**src/rtl/pipeline_hazard_ctrl.sv**
```systemverilog
// -----------------------------------------------------------------------------
// pipeline_hazard_ctrl
//
// Central stall/flush generator for the 5-stage pipeline (IF=0, ID=1, EX=2,
// MEM=3, WB=4). stall[k]/flush[k] control the register feeding stage k, so
// stall[0] holds the PC. Stall requests are arbitrated every cycle, and
// exceptions/ERET taken at MEM are sequenced into a flush, a one-cycle PC
// redirect and, for exceptions, a one-cycle CP0 commit pulse.
//
// Ports:
//   clk            rising-edge clock
//   rst            asynchronous active-low reset
//   req_stall      per-stage stall request (bit k: stage k cannot complete)
//   exc_valid      exception detected on the instruction in MEM
//   exc_pc         PC of the faulting instruction
//   exc_cause      exception cause code
//   eret_valid     ERET in MEM
//   eret_target    EPC from CP0
//   stall          per-stage stall (combinational)
//   flush          per-stage flush (combinational)
//   redirect_valid PC redirect pulse (registered, one cycle per event)
//   redirect_pc    redirect target
//   exc_commit     one-cycle pulse to CP0: latch epc/cause
//   epc            registered faulting PC
//   cause          registered cause code
//   busy           controller is not in RUN
// -----------------------------------------------------------------------------
module pipeline_hazard_ctrl #(
    parameter int                   STAGES      = 5,
    parameter int                   MEM_STAGE   = 3,
    parameter int                   PC_WIDTH    = 32,
    parameter int                   CAUSE_WIDTH = 5,
    parameter logic [PC_WIDTH-1:0]  EXC_VECTOR  = 32'hBFC00380
) (
    input  logic                    clk,
    input  logic                    rst,
    input  logic [STAGES-1:0]       req_stall,
    input  logic                    exc_valid,
    input  logic [PC_WIDTH-1:0]     exc_pc,
    input  logic [CAUSE_WIDTH-1:0]  exc_cause,
    input  logic                    eret_valid,
    input  logic [PC_WIDTH-1:0]     eret_target,
    output logic [STAGES-1:0]       stall,
    output logic [STAGES-1:0]       flush,
    output logic                    redirect_valid,
    output logic [PC_WIDTH-1:0]     redirect_pc,
    output logic                    exc_commit,
    output logic [PC_WIDTH-1:0]     epc,
    output logic [CAUSE_WIDTH-1:0]  cause,
    output logic                    busy
);

    typedef enum logic [1:0] {
        RUN      = 2'd0,
        EXC_WAIT = 2'd1,
        REDIRECT = 2'd2
    } state_t;

    // Stages 0..MEM_STAGE held while an event waits for MEM/WB to drain.
    localparam logic [STAGES-1:0] HOLD_MASK   = {STAGES{1'b1}} >> (STAGES - 1 - MEM_STAGE);
    // Faulting instruction and everything younger killed; only the PC held.
    localparam logic [STAGES-1:0] FLUSH_YOUNG = {{(STAGES-1){1'b1}}, 1'b0};
    localparam logic [STAGES-1:0] STALL_PC    = {{(STAGES-1){1'b0}}, 1'b1};
    // Wrong-path fetch discarded during the redirect cycle.
    localparam logic [STAGES-1:0] FLUSH_IF    = {{(STAGES-2){1'b0}}, 2'b10};

    state_t                 state, state_nxt;

    // Event parked while MEM/WB are stalled (first event wins).
    logic                   pend_exc;
    logic [PC_WIDTH-1:0]    pend_pc;
    logic [CAUSE_WIDTH-1:0] pend_cause;
    logic [PC_WIDTH-1:0]    pend_target;

    // Type of the event currently being redirected.
    logic                   cur_exc;

    logic                   event_req;
    logic                   mem_blocked;
    logic                   take_now;
    logic                   park;
    logic                   take_pend;
    logic [STAGES-1:0]      run_stall;

    assign event_req   = exc_valid | eret_valid;
    assign mem_blocked = |req_stall[STAGES-1:MEM_STAGE];
    assign take_now    = (state == RUN) && event_req && !mem_blocked;
    assign park        = (state == RUN) && event_req &&  mem_blocked;
    assign take_pend   = (state == EXC_WAIT) && !mem_blocked;

    // Normal arbitration: every stage at or below the highest requester stalls.
    always_comb begin
        logic acc;
        // NOTE: every variable written in a combinational block gets a default
        // first; otherwise a path that skips the assignment infers a latch.
        acc       = 1'b0;
        run_stall = '0;
        for (int k = STAGES - 1; k >= 0; k--) begin
            acc          = acc | req_stall[k];
            run_stall[k] = acc;
        end
    end

    // ---------------------------------------------------------------- state reg
    always_ff @(posedge clk or negedge rst) begin
        if (!rst) begin
            state <= RUN;
        end else begin
            // NOTE: sequential state uses non-blocking assignments so every
            // register samples pre-edge values regardless of statement order.
            state <= state_nxt;
        end
    end

    // --------------------------------------------------------------- next state
    always_comb begin
        state_nxt = state;
        unique case (state)
            RUN:      if (take_now)  state_nxt = REDIRECT;
                      else if (park) state_nxt = EXC_WAIT;
            EXC_WAIT: if (take_pend) state_nxt = REDIRECT;
            REDIRECT: state_nxt = RUN;
            default:  state_nxt = RUN;
        endcase
    end

    // ------------------------------------------------------------------ outputs
    always_comb begin
        stall = '0;
        flush = '0;
        // Reset is a level here too: stall/flush read 0 throughout reset.
        if (rst) begin
            unique case (state)
                RUN: begin
                    if (take_now) begin
                        flush = FLUSH_YOUNG;
                        stall = STALL_PC;
                    end else if (park) begin
                        stall = run_stall | HOLD_MASK;
                    end else begin
                        stall = run_stall;
                    end
                end
                EXC_WAIT: begin
                    if (take_pend) begin
                        flush = FLUSH_YOUNG;
                        stall = STALL_PC;
                    end else begin
                        stall = run_stall | HOLD_MASK;
                    end
                end
                REDIRECT: flush = FLUSH_IF;
                default:  ;
            endcase
        end
    end

    // Pulses are decoded from the state register, so an asynchronous reset
    // clears them at once without waiting for a clock edge.
    assign redirect_valid = (state == REDIRECT);
    assign exc_commit     = (state == REDIRECT) && cur_exc;
    assign busy           = (state != RUN);

    // ----------------------------------------------------------------- datapath
    always_ff @(posedge clk or negedge rst) begin
        if (!rst) begin
            // NOTE: these are a handful of flops, not a memory array, so all of
            // them are reset to give well-defined outputs straight out of reset.
            redirect_pc <= '0;
            epc         <= '0;
            cause       <= '0;
            cur_exc     <= 1'b0;
            pend_exc    <= 1'b0;
            pend_pc     <= '0;
            pend_cause  <= '0;
            pend_target <= '0;
        end else if (take_now) begin
            // Exception wins over a simultaneous ERET.
            cur_exc     <= exc_valid;
            redirect_pc <= exc_valid ? EXC_VECTOR : eret_target;
            if (exc_valid) begin
                epc   <= exc_pc;
                cause <= exc_cause;
            end
        end else if (park) begin
            pend_exc    <= exc_valid;
            pend_pc     <= exc_pc;
            pend_cause  <= exc_cause;
            pend_target <= exc_valid ? EXC_VECTOR : eret_target;
        end else if (take_pend) begin
            cur_exc     <= pend_exc;
            redirect_pc <= pend_target;
            if (pend_exc) begin
                epc   <= pend_pc;
                cause <= pend_cause;
            end
        end
    end

endmodule

```
**config.mk**
```make
export PLATFORM = sky130hd
export DESIGN_NAME = pipeline_hazard_ctrl
export DESIGN_NICKNAME = d
export VERILOG_FILES = /design/src/rtl/pipeline_hazard_ctrl.sv
export SDC_FILE = /design/constraint.sdc
export NUM_CORES = 1
export LEC_CHECK = 0
export CAP_MARGIN = 20
export CORE_UTILIZATION = 45
export CTS_BUF_LIST = sky130_fd_sc_hd__clkbuf_4
export DETAILED_ROUTE_END_ITERATION = 16
export PLACE_DENSITY = 0.75
export SLEW_MARGIN = 10
export SYNTH_ARGS = -nofsm -noshare
export SYNTH_HDL_FRONTEND = slang
export SYNTH_SLANG_ARGS = --single-unit
```
**constraint.sdc**
```tcl
create_clock -name clk -period 2.4 [get_ports clk]
set_input_delay 0.24 -clock clk [delete_from_list [all_inputs] [get_ports clk]]
set_output_delay 0.24 -clock clk [all_outputs]
set_load 0.005 [all_outputs]
```
# After elaboration in Yosys (flattened, before gate mapping)
# Cells that the tools add are included.
[classes] addsub=0 mul=0 n_div=0 magnitude_cmp=0 n_eq_ne=6 shifts=0 n_mux=30 bitwise_logic=6 n_reduce_logical=15
[ops] op="2-to-1 mux 32 bit" count=9
[ops] op="2-to-1 mux 5 bit" count=11
[ops] op="one-hot mux 5 bit (3 select lines)" count=1
[ops] op="one-hot mux 5 bit (2 select lines)" count=1
[ops] op="2-to-1 mux 2 bit" count=3
[ops] op="!= test 2 bit (second input constant)" count=3
[ops] op="AND reduction 2 bit" count=3
[ops] op="nonzero test 2 bit" count=3
[ops] op="logical AND 1 bit" count=5
[ops] op="OR 1 bit" count=5
[ops] op="2-to-1 mux 4 bit" count=1
[ops] op="one-hot mux 2 bit (2 select lines)" count=1
[ops] op="AND reduction 4 bit" count=1
[ops] op="2-to-1 mux 1 bit" count=3
[ops] op="!= test 3 bit (second input constant)" count=1
[ops] op="== test 2 x 1 -> 1 bit (second input constant)" count=1
[ops] op="== test 2 bit (second input constant)" count=1
[ops] op="logical NOT 2 bit" count=1
[ops] op="OR reduction 2 bit" count=1
[ops] op="logical NOT 1 bit" count=1
[ops] op="inverter 1 bit" count=1
[word_totals] regBits=142 latch_bits=0 ramBits=0 mem_bits_ro=0 in_bits=78 out_inout_bits=82 elab_cells=66 mem_count=0

# Longest topological paths before layout
# Gate-level depths: netlist of the first run.
[depth] depth_word=8 mapped_depth=6 depth_no_buf=4

# Least setup slack after synthesis of the first run
# OpenSTA, ideal clock, no wires.
[synth_timing] kind="register -> register" startpoint="register state[0]" endpoint="register epc[8]" setup_time_ns=0.127 arrival_ns=1.683 required_time_ns=2.273 setup_slack_ns=0.590 path_stages_with_launch=7 n_path_buf=2 synth_period_minus_slack_ns=1.810 path_cell_list="dfrtp_1 nor3_2 or4_4 a21oi_4 buf_8 buf_12 mux2_1"
[synth_via] elab_chain_len=5 word_cells_on_any_way=12 cone_classes="eq/ne: 3; mux: 1; reduce/logical: 8"
[synth_lines] element="start, declared" line_no="67" rtl="state_t state, state_nxt;"
[synth_lines] element="start signal, assigned" line_no="111" rtl="state <= state_nxt;"
[synth_lines] element="logical NOT 2 bit" line_no="87, 88"
[synth_lines] element="logical AND 1 bit" line_no="87, 88"
[synth_lines] element="logical AND 1 bit (on tied branches)" line_no="87, 88"
[synth_lines] element="!= test 2 bit (no source line) or nonzero test 2 bit (tied branches)"
[synth_lines] element="AND reduction 4 bit (no source line)"
[synth_lines] element="end signal, assigned" line_no="182" rtl="epc <= exc_pc;"
[synth_lines] element="end signal, assigned" line_no="194" rtl="epc <= pend_pc;"
[synth_lines] element="end, declared" line_no="48" rtl="output logic [PC_WIDTH-1:0] epc,"
# Parallel ways exist; a longest one is shown, timed or not.
# A chain may end at the register's enable or synchronous reset.

# Worst setup path in the final report of the first run
[layout_timing] startpoint="register state[1]" endpoint="output port stall[0]"
[layout_via] elab_chain_len=7 word_cells_on_any_way=9 cone_classes="eq/ne: 1; mux: 4; reduce/logical: 4"
[layout_lines] element="logical NOT 2 bit" line_no="87, 88, 133"
[layout_lines] element="logical AND 1 bit" line_no="87, 88"
[layout_lines] element="logical AND 1 bit" line_no="88" rtl="assign park = (state == RUN) && event_req && mem_blocked;"
[layout_lines] element="2-to-1 mux 4 bit" line_no="138" rtl="end else if (park) begin"
[layout_lines] element="2-to-1 mux 5 bit" line_no="135" rtl="if (take_now) begin"
[layout_lines] element="one-hot mux 5 bit (2 select lines) *" line_no="133" rtl="unique case (state)"
[layout_lines] element="2-to-1 mux 5 bit *" line_no="132" rtl="if (rst) begin"
[layout_lines] element="end, declared" line_no="43" rtl="output logic [STAGES-1:0] stall,"
# Every way passes the cells marked *; elsewhere a longest branch is shown, timed or not.

==> impl_metrics.toml, run 1 <==
[status]
status = "finished, final reports clean"

[worst_setup_path]
worstPathRequired_ns = 2.16
crit_path_end_kind = "output port"
worst-r2r-cell-count = 6
worstPathMaxFanout = 5
start_kind = "register"
critical_path_arrival_ns = 2.02
worst-setup-path-type = "register to output port"

[timing]
clock_skew_ns = 0.0124
post-route-period-util_pct = 94.0
timing.final.setup_violations = 0
timing.final.hold_violations = 0
hold_ws_ns = 0.165
tightestPinTransition_ns = 0.591
sum_neg_setup_slack_ns = 0
period_minus_slack_ns = 2.26
layout_setup_ws_ns = 0.144
max_slew_margin_pct = 60.6
maximum_clock_rate_mhz = 443
report.final.slew_viol_count = 0
grt_setup_unrepaired = "no"

[drt]
detail-route-antenna-nets = 0
first_iter_violations = 295
router_iterations_before_antenna_repair = 4
drt-wirelength-per-cell_um = 16.0
vias = 4451
drc_errors_left = 0
dr_vias_cell = 5.19
routed_wl_um = 13700

[global_route]
grt_first_pass_wirelength_um = 22400
initial_antenna_violation_count = 0
via_count_of_the_first_global_routing_pass = 4522
grtUsageTotal_pct = 19.8
grt_overflow_total = 0
largest_net_degree_at_the_start_of_global_routing = 116

[clock_network]
clockRootBuffer = "clkbuf_4"
cts.clk_slew.worst_paths_ns = 0.13
numClockSinks = 142
clock_latency_ns = 0.54
htreeDepth = 4
maximum_count_of_clock_buffers_along_a_single_path = 2
cts-buffers-inserted = 17
cts_tree = "done"

[final_layout]
sequential_cell_area_um2 = 3550
flow.area_growth_from_synthesis_pct = 32.4
fillerInstances = 1064
fin_area_um2 = 8500
multi_input_comb_area_um2 = 2640
post_route_cells_drive_above_1_share_pct = 26.9
finish.net_count = 742
num_antenna_cells = 0

[yosys]
synthArstFlopShare_pct = 100
yosys-mux-area-fraction_pct = 27.3
synth.distinct_cells = 33
synthesized_area_fraction_occupied_by_adder_cells_pct = 0
post_synth_simple_gate_area_pct = 8.77
synth_top_family_by_area = "multiplexers"
synth_nets = 582
total_of_flip_flops_plus_latches_after_synthesis = 142
syn-cell-area_um2 = 6420
synth_top_flop_cell = "dfrtp_1"
synth_xor_area_share_pct = 0
yosys_warnings = 0
netlist_instances = 504
synth.avg_cell_area_um2 = 12.7
synth-compound-area-share_pct = 4.87
number_of_synthesized_flops_with_an_enable_pin = 0
yosysSeqAreaShare_pct = 55.4

[placement]
post-place-ws_ns = 0.00839
placed_area_um2 = 8190
gp_congestion = 0.733
detailed_place_hpwl_um = 9120
place.port_buffers = 158

[flow_run]
drv.max_cap_violation_count = 0

[power_and_ir_drop]
power.density_cell_area_nw_per_um2 = 874
ir_worst_vdd_mv = 0.454
power.static_leakage_nw = 3.58
finalPower_mw = 7.43

[die]
coreArea_um2 = 13900
die-height_um = 121
die_area_um2 = 14700
start_util_pct = 46.2
fp-row-count = 43
num_io_pins = 160
die_width_um = 121

[hold_path]
worst_hold_path_type = "primary input to asynchronous set/reset pin"
[layout make-up]
class                           count  share of cell area (%)
Clock buffer                       18                    1.59
Clock inverter                     14                    1.49
Inverter                            3                   0.162
Multi-Input combinational cell    323                    31.1
Sequential cell                   142                    41.8
Tap cell                          180                    2.65
Timing Repair Buffer              177                    21.2
[report_power, final]
part           switching (mW)  total, mW  internal, mW
registers               0.407       3.53          3.12
clock network           0.843       1.45         0.605
logic                   0.772       2.45          1.68
[worst max-delay path, stage by stage, from the launching register on]
cell	delay, ns
dfrtp_1	0.41
buf_4	0.17
nand2b_1	0.20
a31oi_1	0.17
clkdlybuf4s50_1	0.53
[flip-flops by register name, indices dropped and copies added (netlist names)]
name,flops
epc,32
pend_pc,32
cause,5
state,2
cur_exc,1
redirect_pc,32
pend_cause,5
pend_exc,1
pend_target,32
[metal layers]
layer / up-vias / GRT usage, % / routed length (um)
met5: - / 0 / 0
met4: 0 / 7.64 / 198
met3: 20 / 6.95 / 1130
met2: 163 / 30.9 / 6500
met1: 2203 / 25.1 / 5920
li1: 2065 / - / -
[final timing paths]
kind	slack [ns]	end	start
setup / recovery	0.14	stall[0]	state[1]
hold / removal	0.17	epc[11]	rst
setup reg to reg	0.36	epc[8]	state[1]
hold reg to reg	0.49	cur_exc	cur_exc
max in group asynchronous	1.34	pend_target[30]	rst
min in group clk	0.29	pend_target[27]	eret_target[27]
[cells by family (layout without fill, tap and decap cells)]
group	count (synthesis)	in the layout
AO/OA/AOI/OAI	52	52
AND/OR/NAND/NOR	118	118
flip-flops	142	142
other	1	1
buffers and inverters	39	212
multiplexers	152	152
[Yosys cell counts, types with 2 or more instances]
| cell type | number | area (um^2) |
|---|---|---|
| and2_1 | 2 | 12.5 |
| nand2_1 | 34 | 128 |
| mux2_2 | 108 | 1220 |
| buf_4 | 5 | 37.5 |
| nor2b_1 | 21 | 131 |
| clkbuf_1 | 7 | 26.3 |
| nor3_1 | 14 | 70.1 |
| buf_12 | 2 | 40.0 |
| mux2i_1 | 20 | 200 |
| mux2_1 | 6 | 67.6 |
| a21oi_1 | 14 | 70.1 |
| buf_1 | 3 | 11.3 |
| mux2_4 | 18 | 270 |
| o21ai_0 | 21 | 105 |
| dfrtp_1 | 142 | 3550 |
| inv_1 | 3 | 11.3 |
| nor2_1 | 40 | 150 |
| buf_2 | 18 | 90.1 |
| o31ai_1 | 12 | 90.1 |
[stage by stage]
step	instances	util (%)
2_1_floorplan	504	-
3_3_place_gp	821	59.0
3_5_place_dp	821	59.0
4_1_cts	857	61.2
6_report	857	61.2
5_1_grt	857	61.2
[layout by cell type, fill, tap and decap left out, types with 4 or more instances in the layout]
master           count
a21oi_1             14
clkdlybuf4s50_1    150
mux2i_1             20
nor2b_1             21
mux2_2             108
mux2_4              18
o31ai_1             12
dlygate4sd2_1        4
nand2_1             34
buf_12               6
o21ai_0             21
clkinvlp_4           5
nor2_1              40
buf_4               11
dfrtp_1            141
nor3_1              14
mux2_1               6
clkbuf_4            18
clkinv_1             5
[repair_timing]
item | in CTS | in global routing
endpoints found under the hold margin | 28 | 0
pin swaps | 1 | 0
resized for setup | 9 | 2
cloned | 0 | 0
buffers inserted | 2 | 0
setup endpoints to repair | 6 | 2
hold buffers | 2 | 0
(Power assumes the default switching activity.)
==> run 2: changes to the inputs <==
==> constraint.sdc (replaced) <==
create_clock -name clk -period 2.4 [get_ports clk]
set_input_delay 0.6 -clock clk [delete_from_list [all_inputs] [get_ports clk]]
set_output_delay 0.6 -clock clk [all_outputs]
set_load 0.005 [all_outputs]
==> run 2 against run 1 <==
The flow now finishes with violations (negative setup slack). Worst setup slack worse by 0.22 ns. Routed wire length up 0.85%. Global-route usage up 0.36 points. Fmax down 8.8%. Register-to-register slack worse by 0.17 ns. Combinational power about the same. Critical path type unchanged. Critical endpoint is now flush[2]. Largest cell class unchanged. Largest power group unchanged.
==> impl_metrics.toml, run 2 (synthesis results as in run 1) <==
[status]
status = "finished, violations left"
failed_checks = "negative setup slack"

[clock_network]
cts.clk_slew.worst_paths_ns = 0.12
cts-buffers-inserted = 17
maximum_count_of_clock_buffers_along_a_single_path = 2
numClockSinks = 142
cts_tree = "done"
htreeDepth = 4
clock_latency_ns = 0.53
clockRootBuffer = "clkbuf_4"

[worst_setup_path]
worst_path_largest_cell_delay_ns = 0.49
path_buf_inv = 3
worstPathMaxFanout = 3
cpLargestDelayFamily = "simple AND/OR/NAND/NOR gates"
start_kind = "register"
worstPathRequired_ns = 1.80
critical_path_arrival_ns = 1.87
crit_path_top_cell_by_count = "buf_6"
worst_path_max_delay_cell = "or4_4"
worst-setup-path-type = "register to output port"
crit_path_end_kind = "output port"
cp_cell_sequence = "or4_4, inv_2, buf_6, and2_4, buf_6"
r2r_start = "state[1]"
critical_path.startpoint = "state[1]"

[die]
die_area_um2 = 14700
die_width_um = 121
num_io_pins = 160
fp-row-count = 43
start_util_pct = 46.2
coreArea_um2 = 13900
die-height_um = 121

[power_and_ir_drop]
power.static_leakage_nw = 3.65
p_int_mw = 5.32
power.density_cell_area_nw_per_um2 = 854
clockPowerShare_pct = 17.6
p_sw_mw = 1.98
share_seq_of_total_power_pct = 48.4
combPwrFrac_pct = 34.0
net_switching_fraction_of_the_power_pct = 27.1
ir_worst_vdd_mv = 0.496
finalPower_mw = 7.29

[global_route]
largest_net_degree_at_the_start_of_global_routing = 78
grt_first_pass_wirelength_um = 22700
grt_overflow_total = 0
via_count_of_the_first_global_routing_pass = 4623
initial_antenna_violation_count = 0
grtUsageTotal_pct = 20.2

[final_layout]
sequential_cell_area_um2 = 3550
most_common_cell_after_layout_fill_and_taps_aside = "dfrtp_1"
utilization_pct = 61.6
flow.area_growth_from_synthesis_pct = 33.1
layout.cells.most_common_list = "dfrtp_1 (142), clkdlybuf4s50_1 (141), mux2_2 (108)"
finish.net_count = 755
post_layout_nonfiller_instances = 869
multi_input_comb_area_um2 = 2670
fillerInstances = 1120
post_route_cells_drive_above_1_share_pct = 29.8
num_antenna_cells = 0

[timing]
post-route-period-util_pct = 103
grt_setup_unrepaired = "yes"
timing.final.setup_violations = 3
period_minus_slack_ns = 2.47
hold_ws_ns = 0.480
timing.final.hold_violations = 0
maximum_clock_rate_mhz = 404
clock_skew_ns = 0.0188
tightestPinTransition_ns = 0.940
report.final.slew_viol_count = 0
layout_setup_ws_ns = -0.0735
max_slew_margin_pct = 37.3

[drt]
drt-wirelength-per-cell_um = 16.0
dr_vias_cell = 5.07
router_iterations_before_antenna_repair = 4
drc_errors_left = 0
first_iter_violations = 252
detail-route-antenna-nets = 0
routed_wl_um = 13900
vias = 4402

[flow_run]
drv.max_cap_violation_count = 0

[placement]
post-place-ws_ns = -0.684
placed_cells = 830
place.port_buffers = 158
detailed_place_hpwl_um = 9690
gp_congestion = 0.761

[hold_path]
worst_hold_path_type = "primary input to asynchronous set/reset pin"
[run 2: repair_timing]
action                     CTS  global route
hold buffers                 1             0
setup buffers                6             1
hold endpoints to repair     1             0
pin swaps                    6             1
setup endpoints to repair   12             8
gates resized for setup     47             5
[run 2: final timing paths]
kind,depth (start not counted),endpoint,slack (ns)
max in group asynchronous,3,pend_pc[17],0.80
min,2,epc[14],0.48
max reg2reg,5,epc[21],0.19
min in group clk,1,cur_exc,0.48
min reg2reg,1,cur_exc,0.48
max,5,flush[2],-0.07
[run 2: layout make-up]
cell class,instances,area share [%]
clock inverters,12,0.923
flip-flops and latches,142,41.6
repair buffers,190,21.8
multi-input cells,323,31.2
well taps,180,2.64
clock buffers,19,1.67
inverters,3,0.132
[run 2: power by group through the flow]
stage | Combinational, mW | Sequential (mW) | Clock (mW)
after floorplan | 1.12 | 3.52 | 0
after global placement | 2.42 | 3.53 | 0
after detailed placement | 2.49 | 3.57 | 0
after CTS | 2.51 | 3.54 | 1.34
after global routing | 2.69 | 3.63 | 1.45
final | 2.48 | 3.53 | 1.28
[run 2: per-layer routing]
metal / GRT usage, % / share of wire [%] / wire (um) / vias up
met5: 0 / 0 / 0 / -
li1: - / - / - / 2093
met2: 33.5 / 49 / 6800 / 142
met1: 23.9 / 42 / 5770 / 2149
met4: 7.79 / 1.3 / 187 / 0
met3: 7.05 / 8.0 / 1110 / 18
[run 2: through the flow]
| step | setup TNS (ns) | area (um^2) |
|---|---|---|
| 5_1_grt | -0.656 | 8540 |
| 6_report | -0.218 | 8540 |
| 3_5_place_dp | -36.36 | 8230 |
| 2_1_floorplan | 0 | 6420 |
| 3_3_place_gp | -32.08 | 8230 |
| 4_1_cts | -0.442 | 8520 |
==> run 3: changes to the inputs <==
Settings changed: CORE_MARGIN from default to 2.
==> run 3 against run 2 <==
The flow still finishes with violations (negative setup slack). Worst setup slack gained 0.017 ns. Total power grew 2.1%. Register-to-register slack lost 0.10 ns. Clock skew shrank 0.0019 ns. Global-route usage grew 0.16 points. Worst hold slack gained 0.014 ns. Cell count grew 0.12%. Die area grew 3.3%. Fmax grew 0.71%. Sequential power is essentially flat. Design area grew 0.63%. Critical path type unchanged. Largest power group unchanged. Highest routed layer unchanged.
==> impl_metrics.toml, run 3 (synthesis results as in run 1) <==
[drt]
drt-wirelength-per-cell_um = 16.6
first_iter_violations = 454
routed_wl_um = 14500
highest_layer = "met4"
dr_vias_cell = 5.21
detail-route-antenna-nets = 0
drc_errors_left = 0
met2WireLength_um = 6850
vias = 4529
met3RoutedLength_um = 1380
router_iterations_before_antenna_repair = 4
wl_met1_um = 5900

[worst_setup_path]
cp-endpoint = "flush[2]"
r2r_start = "state[0]"
worstSetupPathDepth = 6
worst-setup-path-type = "register to output port"
start_kind = "register"
worst_path_max_delay_cell = "or4_4"
cp_cell_sequence = "nor3_2, buf_4, or4_4, inv_4, and2_4, buf_2"
crit_path_end_kind = "output port"
critical_path.startpoint = "state[0]"
worst_path_largest_cell_delay_ns = 0.44
worstPathRequired_ns = 1.80
path_buf_inv = 3
worstReg2RegEnd = "epc[24]"
critical_path_arrival_ns = 1.86
worstPathMaxFanout = 3
reg2reg_setup_slack_ns = 0.09
worst-r2r-cell-count = 7
cpLargestDelayFamily = "simple AND/OR/NAND/NOR gates"

[clock_network]
htreeDepth = 4
numClockSinks = 142
maximum_count_of_clock_buffers_along_a_single_path = 2
cts_tree = "done"
cts-buffers-inserted = 17
clockRootBuffer = "clkbuf_4"
cts.clk_slew.worst_paths_ns = 0.11
clock_latency_ns = 0.54

[global_route]
grtUsageTotal_pct = 20.3
initial_antenna_violation_count = 1
grt_first_pass_wirelength_um = 23600
via_count_of_the_first_global_routing_pass = 4758
grt_overflow_total = 0
largest_net_degree_at_the_start_of_global_routing = 82

[hold_path]
worst_min_delay_path_startpoint = "redirect_pc[22]"
worst_hold_path_type = "register to register"

[final_layout]
utilization_pct = 61.9
layout.cells.most_common_list = "dfrtp_1 (142), clkdlybuf4s50_1 (141), mux2_2 (108)"
finish.net_count = 755
post_route_cells_drive_above_1_share_pct = 30.2
flow.area_growth_from_synthesis_pct = 34.0
post_layout_nonfiller_instances = 870
most_common_cell_after_layout_fill_and_taps_aside = "dfrtp_1"
fin_area_um2 = 8600

[power_and_ir_drop]
power.static_leakage_nw = 3.68
power.density_cell_area_nw_per_um2 = 866
ir_worst_vdd_mv = 0.475

[flow_run]
drv.max_cap_violation_count = 0

[timing]
maximum_clock_rate_mhz = 407
report.final.slew_viol_count = 0
tightestPinTransition_ns = 0.624
post-route-period-util_pct = 102
layout_setup_ws_ns = -0.0560
sum_neg_setup_slack_ns = -0.191
timing.final.hold_violations = 0
grt_setup_unrepaired = "yes"
hold_ws_ns = 0.494
period_minus_slack_ns = 2.46
clock_skew_ns = 0.0170
timing.final.setup_violations = 4
max_slew_margin_pct = 58.4

[placement]
placed_cells = 830
detailed_place_hpwl_um = 9970
placed_area_um2 = 8250
place.port_buffers = 158
gp_congestion = 0.767

[die]
start_util_pct = 46.2
die_area_um2 = 15200
die_width_um = 123
num_io_pins = 160
coreArea_um2 = 13900
die-height_um = 123
fp-row-count = 43

[status]
failed_checks = "negative setup slack"
status = "finished, violations left"
-- run 3: worst min-delay path by stage --
stage                     cells after the start              end
after floorplan                               0         cause[0]
after global placement                        1  redirect_pc[21]
after detailed placement                      1  redirect_pc[21]
after CTS                                     3         state[1]
after global routing                          3         state[1]
final                                         2  redirect_pc[22]
-- run 3: worst register-to-register path: stages, from the launching register on --
cell     delay (ns)
dfrtp_1        0.38
nor3_2         0.06
buf_4          0.13
or4_4          0.44
buf_4          0.33
a21oi_4        0.27
buf_12         0.23
mux2_2         0.37
-- run 3: final cells by class --
| class | instances | area, um^2 |
|---|---|---|
| well taps | 180 | 225 |
| repair buffers | 190 | 1880 |
| clock buffers | 20 | 150 |
| clock inverters | 11 | 100 |
| fillers | 1112 | 5280 |
| diodes | 1 | 2.50 |
| multi-input cells | 323 | 2680 |
| flip-flops and latches | 142 | 3550 |
| inverters | 3 | 13.8 |
-- run 3: what timing repair did --
item                                    4_1_cts  5_1_grt
buffers inserted                              5        0
resized for setup                            45        7
hold endpoints to repair                      4        0
endpoints found under the setup margin       12       25
pin swaps                                     5        3
hold buffers                                  2        0
-- run 3: metrics by stage --
| stage | total power, mW | setup slack (ns) |
|---|---|---|
| 2_1_floorplan | 4.64 | 0.107 |
| 3_3_place_gp | 5.95 | -0.606 |
| 3_5_place_dp | 6.08 | -0.616 |
| 4_1_cts | 7.53 | -0.123 |
| 5_1_grt | 7.94 | -0.164 |
| 6_report | 7.45 | -0.0560 |
-- run 3: power by group --
part / switching, mW / internal, mW / leakage (nW) / total, mW
Clock: 0.794 / 0.624 / 0.146 / 1.42
Combinational: 0.795 / 1.70 / 1.82 / 2.49
Sequential: 0.415 / 3.12 / 1.71 / 3.54
-- run 3: layer usage --
metal / up-vias / GRT usage (%)
met5: - / 0
met4: 0 / 9.09
met3: 30 / 7.66
met2: 163 / 31.6
met1: 2245 / 25.3
li1: 2091 / -
